--- config.mk ---
export PLATFORM = sky130hd
export DESIGN_NAME = sel_arbiter
export DESIGN_NICKNAME = d
export VERILOG_FILES = /design/src/rtl/sel_arbiter.sv
export SDC_FILE = /design/constraint.sdc
export NUM_CORES = 1
export LEC_CHECK = 0
export BUFFER_PORTS_ARGS = -buffer_cell sky130_fd_sc_hd__buf_4
export CAP_MARGIN = 5
export CELL_PAD_IN_SITES_DETAIL_PLACEMENT = 1
export CELL_PAD_IN_SITES_GLOBAL_PLACEMENT = 1
export CORE_UTILIZATION = 33
export DETAILED_ROUTE_END_ITERATION = 10
export PLACE_DENSITY_LB_ADDON = 0.1
export SYNTH_ARGS = -nofsm -noshare
export SYNTH_HDL_FRONTEND = slang
export SYNTH_SLANG_ARGS = --single-unit
--- constraint.sdc ---
create_clock -name clk -period 1.6 [get_ports clk]
set_clock_uncertainty 0.15 [all_clocks]
set_input_delay 0.08 -clock clk [delete_from_list [all_inputs] [get_ports clk]]
set_output_delay 0.08 -clock clk [all_outputs]
set_load 0.05 [all_outputs]
--- src/rtl/sel_arbiter.sv ---
// -----------------------------------------------------------------------------
// sel_arbiter
//   Four-source arbiter that drives the select of a downstream 4:1 data mux.
//   IDLE waits for any request.
//   BUSY holds a live selection until the consumer accepts it with ready.
//   Every accepted transfer re-arbitrates over the current requests, so
//   back-to-back transfers run at one per cycle. The module keeps a
//   saturating count of accepted transfers.
//
//   Build option:
//     SEL_ARB_ROUND_ROBIN_EN  defined   -> round robin. The scan starts at the
//                                          priority pointer and wraps 3 -> 0.
//                             undefined -> fixed priority, bit0 highest.
//                                          The pointer is still updated but
//                                          does not affect the winner.
//
//   Ports:
//     clk    in   1      clock, rising edge
//     rst_n  in   1      async assert, active-low reset
//     req    in   4      request per source (bit0 = a .. bit3 = d)
//     ready  in   1      consumer accepts the current selection
//     sel    out  2      registered index of the granted source
//     grant  out  4      registered one-hot grant (0 when not valid)
//     valid  out  1      registered; sel/grant hold a live selection
//     count  out  CNT_W  accepted transfers, saturating at all-ones
// -----------------------------------------------------------------------------
module sel_arbiter #(
  parameter int unsigned CNT_W = 8
) (
  input  logic             clk,
  input  logic             rst_n,
  input  logic [3:0]       req,
  input  logic             ready,
  output logic [1:0]       sel,
  output logic [3:0]       grant,
  output logic             valid,
  output logic [CNT_W-1:0] count
);

  typedef enum logic {
    IDLE = 1'b0,
    BUSY = 1'b1
  } state_e;

  state_e           state_q;
  logic [1:0]       sel_q;
  logic [3:0]       grant_q;
  logic [1:0]       ptr_q;
  logic [CNT_W-1:0] count_q;

  logic             transfer;
  logic [1:0]       ptr_d;
  logic [1:0]       sel_d;
  logic [3:0]       grant_d;
  logic [CNT_W-1:0] count_d;

  // A transfer exists only while a selection is live. Ready is ignored in IDLE.
  assign transfer = (state_q == BUSY) && ready;

  // On a transfer the pointer moves past the source just served.
  // Re-arbitration in that same cycle uses the moved pointer, so a full
  // request set rotates 0,1,2,3.
  assign ptr_d = transfer ? (sel_q + 2'd1) : ptr_q;

  assign count_d = (transfer && (count_q != {CNT_W{1'b1}})) ? (count_q + 1'b1) : count_q;

`ifdef SEL_ARB_ROUND_ROBIN_EN
  // Scan downward in offset so that the last hit is the lowest offset from
  // the pointer. That hit is the first requester found scanning upward.
  always_comb begin
    // NOTE: every combinational output gets a default first; a path that
    // leaves it unassigned would infer a latch.
    sel_d = ptr_d;
    for (int k = 3; k >= 0; k--) begin
      if (req[ptr_d + 2'(k)]) sel_d = ptr_d + 2'(k);
    end
  end
`else
  // Fixed priority: the lowest-numbered requester wins.
  always_comb begin
    sel_d = 2'd0;
    for (int k = 3; k >= 0; k--) begin
      if (req[k]) sel_d = 2'(k);
    end
  end

  // The pointer is still maintained in this build but has no effect on the
  // winner. This reference keeps it visibly part of the design.
  logic ptr_unused;
  assign ptr_unused = ^ptr_d;
`endif

  assign grant_d = 4'b0001 << sel_d;

  // FSM together with its registered outputs.
  // NOTE: asynchronous reset clears every state register here; there is no
  // memory array, so nothing is left unreset.
  always_ff @(posedge clk or negedge rst_n) begin
    if (!rst_n) begin
      state_q <= IDLE;
      sel_q   <= 2'd0;
      grant_q <= 4'd0;
      ptr_q   <= 2'd0;
      count_q <= '0;
    end else begin
      // NOTE: sequential state uses non-blocking assignments only, so every
      // right-hand side reads pre-edge values.
      ptr_q   <= ptr_d;
      count_q <= count_d;
      case (state_q)
        IDLE: begin
          if (|req) begin
            state_q <= BUSY;
            sel_q   <= sel_d;
            grant_q <= grant_d;
          end else begin
            grant_q <= 4'd0;
          end
        end
        BUSY: begin
          // Without ready the selection is frozen: no grant is revoked, even
          // if the granted request drops.
          if (ready) begin
            if (|req) begin
              sel_q   <= sel_d;
              grant_q <= grant_d;
            end else begin
              state_q <= IDLE;
              grant_q <= 4'd0;
            end
          end
        end
        default: begin
          state_q <= IDLE;
          grant_q <= 4'd0;
        end
      endcase
    end
  end

  assign sel   = sel_q;
  assign grant = grant_q;
  assign valid = (state_q == BUSY);
  assign count = count_q;

endmodule

* Word-level counts from Yosys, hierarchy flattened
Cells that the tools add are included.
W data, S select, Z words.
** Word-level totals
- Register bits :: 15
- Input port bits :: 7
** Operators by class
- Add/sub/neg operators :: 1
- Equality and inequality tests :: 2
- Shift-type cells :: 1
- Multiplexer cells :: 13
- Bitwise operators :: 1
- Reductions and logical operators :: 3
** Operator list (count)
- $mux W2 :: 6
- $add A8 B1 Y8 const B :: 1
- $mux W4 :: 2
- $ne A8 B8 Y1 const B :: 1
- $pmux W4 S2 :: 1
- $pmux W2 S2 :: 1
- $reduce_or A4 Y1 :: 1
- $shl A1 B2 Y4 const A :: 1
- $logic_and A1 B1 Y1 :: 2
- $mux W1 :: 2
- $ne A2 B2 Y1 const B :: 1
- $pmux W1 S2 :: 1
- $not A1 Y1 :: 1

* Depth between registers and ports, before layout
- Word-level depth :: 8
- Gate-level depth with buffers :: 4
- Depth with buffers taken out :: 4

* Worst setup path before layout
Ideal clock, no wire load.
- Kind :: flip-flop to flip-flop
- From :: register count_q[0], in the netlist count[0]
- To :: register count_q[1], in the netlist count[1]
- Arrival :: 1.649 ns
- Data required time :: 1.322 ns
- Path slack :: -0.327 ns
- Stages on the path, launching flop included :: 5
- Cell sequence :: dfrtp_1 > ha_1 > nand3_1 > o211ai_2 > mux2_1
** Between the ends
- Longest elaborated chain between the ends :: 2
- Elaborated cells between the ends (all ways) :: 3
** RTL lines
- from (decl) :: line 49 : logic [CNT_W-1:0] count_q;
- from (signal assigned) :: line 109 : count_q <= count_d;
- parallel branches: the longest is 2 deep, another holds $add A8 B1 Y8
Several ways; the timed one is not identified.
A chain may end at the register's enable or synchronous reset.

* Worst setup path after layout
- From :: input port req[2]
- To :: register state_q, in the netlist valid
** Between the ends
- Longest elaborated chain between the ends :: 4
** RTL lines
- from (decl) :: line 32 : input logic [3:0] req,
- $reduce_or A4 Y1 (*) :: line 112, 124
- $mux W1 (*) :: line 112, 124
- $mux W1 :: line 123 : if (ready) begin
- $pmux W1 S2 (*) :: line 110 : case (state_q)
- to (signal assigned) :: line 113 : state_q <= BUSY;
- to (signal assigned) :: line 128 : state_q <= IDLE;
- to (signal assigned) :: line 134 : state_q <= IDLE;
- to (decl) :: line 45 : state_e state_q;
Mark *: on every way between the ends. The rest lies on a longest branch, timed or not.

==> metrics.md <==
| Metric | Value |
|---|---|
| Post-CTS resize count | 0 |
| Path length in cells of the critical path | 5 |
| Via density | 4.860 |
| Crit path to | valid$_DFF_PN0_ |
| Setup violators final | 0 |
| Initial antenna violation count | 0 |
| IO Pins | 22 |
| Worst path cell trace | dlygate4sd3_1 > buf_4 > nor2_1 > dlygate4sd3_1 > nand2_1 |
| FF-to-FF Start | count[0]$_DFFE_PN0P_ |
| CP arrival | 1.58 ns |
| Critical Path Sink Type | register |
| Most used cell, CP | dlygate4sd3_1 |
| Final worst slack | 0.04151 ns |
| Pre-CTS setup slack | 0.08147 ns |
| Worst R2R Setup Slack | 0.07 ns |
| H-Tree Depth | 1 |
| Final Hold Vio Count | 0 |
| RSZ-0062 raised after global routing | false |
| Synthesized Nets | 69 |
| CTS sink count | 15 |
| Mapped Area | 694.4 um^2 |
| FP Rows | 16 |
| Area grow syn2layout | 48.11% |
| Crit-path max cell delay | 0.58 ns |
| Cell Pwr Density | 1643 nW/um^2 |
| R2r endpoint | count[6]$_DFFE_PN0P_ |
| Post-synthesis sequential area ratio | 54.05% |
| Crit path kind | in -> reg |
| Port bufs | 21 |
| Period utilisation layout | 97.41% |
| CTS Buffer Depth | 2 |
| Status | complete, no violations |
| Critical path launch point type | input port |
| DRC violations left | 0 |
| Crit path from | req[2] |
| Leak | 0.4591 nW |
| CP delay by family, top | buffers and inverters |
| Fin nets | 103 |
| Req. time, crit path | 1.62 ns |
| Router iterations before antenna repair | 4 |
| Die area | 2292 um^2 |
| Largest net degree at the start of global routing | 16 |
| CTS tree | done |
| Per-cell routed wire length | 14.36 um |
| Vias in the first global route | 517 |
| Vias after detailed routing | 588 |
| Syn Area/Cell | 11.38 um^2 |
| Yosys cell types | 25 |
| Post-Syn Instances | 61 |
| Final GP Congestion | 0.7649 |
| Clock Tree Root | clkbuf_4 |
| Antenna fix cells | 0 |
| Ys Warns | 0 |
| CP max-delay cell | dlygate4sd3_1 |
| Max Fclk | 641.6 MHz |
| Clk Latency, worst-skew pair | 0.28 ns |
| Die W | 47.87 um |
| Crit path time final | 1.558 ns |
| Maximum vdd ir drop | 0.9737 mV |
| Worst Tran Pin Value | 0.3303 ns |
| Floorplan Core Area | 1962 um^2 |
| Final ANT Viol Nets | 0 |
| Max-cap violations | 0 |
| Post-Route WL | 1737 um |
| Starting Density | 35.40% |
| Total grt overflow | 0 |
| Share of layout cells above drive strength 1 | 43.62% |
| Total global-route track usage | 16.20% |
| Crit-path max FO | 4 |
| Tightest Hold Check Type | in -> async |
| Rel. slew slack | 77.94% |
| WP buf/inv | 3 |
| Slew Viols, Final | 0 |
| TritonCTS buffer count | 3 |
| Initial DRC count | 7 |
| Die height | 47.87 um |
| Power Total | 1.690 mW |
| FF+latch count, synth | 15 |
| Clock Pin Slew Worst Setup and Hold Paths | 0.10 ns |
| Cell depth of the worst flop-to-flop path | 4 |
| First-pass GRT wire length | 2566 um |
## synth_stat cells (all sizes together)
cell type	instances	area (um^2)
nand3	1	5.000
o211ai	4	35.03
nand4b	1	8.760
a31oi	1	6.260
nand4	3	25.02
nor2	4	15.01
and3	1	6.260
nor2b	1	6.260
mux2	2	26.27
a22o	1	8.760
a21oi	2	10.01
nand3b	1	7.510
xnor2	5	43.79
o22a	1	8.760
nor3	1	5.000
nand2	9	33.78
o221a	1	11.26
dfrtp	15	375.4
ha	1	12.51
and4	3	26.28
buf	1	5.000
nand2b	2	12.51
## power by group
group	internal [mW]	leakage, nW	total [mW]	switching (mW)
combinational	0.300	0.265	0.807	0.507
clock	0.0926	0.0177	0.223	0.130
sequential	0.495	0.176	0.660	0.165
## repair_timing
item | 4_1_cts | 5_1_grt
endpoints found under the hold margin | 22 | 0
setup endpoints to repair | 0 | 1
hold buffers | 7 | 0
buffers inserted | 0 | 1
## logic make-up after synthesis
logic type               count (synthesis)  share of synthesized area, %
AND/OR/NAND/NOR                         27                         21.80
flip-flops                              15                         54.05
AO/OA/AOI/OAI                           10                         11.53
XOR/XNOR                                 5                         6.306
multiplexers                             2                         3.783
buffers and inverters                    1                        0.7200
adder cells (fa/ha/maj)                  1                         1.802
## placed cells by master, fill, tap and decap left out, types with 2 or more instances in the layout
master         netlist  layout
a21oi_1              2       2
dfrtp_2              0       8
o211ai_1             3       3
nand2b_1             2       2
buf_4                0      23
nor2_1               4       4
dlygate4sd3_1        0       7
dfrtp_1             15       7
and4_1               3       3
nand2_1              9       9
clkbuf_4             0       3
xnor2_1              5       5
nand4_1              2       2
## how the worst min path moves through the flow
stage	start	end	slack [ns]	cells after the start
CTS	rst_n	grant[1]$_DFFE_PN0P_	0.04	2
global placement	rst_n	count[6]$_DFFE_PN0P_	-0.20	1
global route	rst_n	count[7]$_DFFE_PN0P_	0.05	2
finish	rst_n	count[5]$_DFFE_PN0P_	0.03	2
detailed placement	rst_n	count[6]$_DFFE_PN0P_	-0.20	1
floorplan	rst_n	count[0]$_DFFE_PN0P_	-0.37	0
## state kept, by name, indices dropped and copies added (netlist names)
name and cells:
count 8, grant 4, sel 2, valid 1
## metal layers
metal  GRT usage [%]  share of wire, %  wire length [um]
met5               0                 0                 0
met4           3.333              0.52                 9
met3           3.396               3.2                55
met2           20.81                43               742
met1           26.90                54               930
## area by class of cell
| cell class | count | area (um^2) |
|---|---|---|
| clock inverters | 1 | 5.005 |
| repair buffers | 30 | 242.7 |
| clock buffers | 3 | 22.52 |
| well taps | 27 | 33.78 |
| fillers | 238 | 933.4 |
| flip-flops and latches | 15 | 385.4 |
| multi-input cells | 45 | 339.1 |
## through the flow
step | instance area (um^2) | instances | util (%) | setup TNS (ns) | hold WS, ns
global route | 1028 | 121 | 52.42 | 0 | 0.04698
detailed placement | 923.4 | 109 | 47.07 | 0 | -0.2004
finish | 1028 | 121 | 52.42 | 0 | 0.03211
CTS | 1021 | 120 | 52.04 | 0 | 0.03530
global placement | 923.4 | 109 | 47.07 | 0 | -0.2008
floorplan | 729.5 | 61 | - | -0.1373 | -0.3656
No activity file was read; power rests on OpenSTA's default activity.
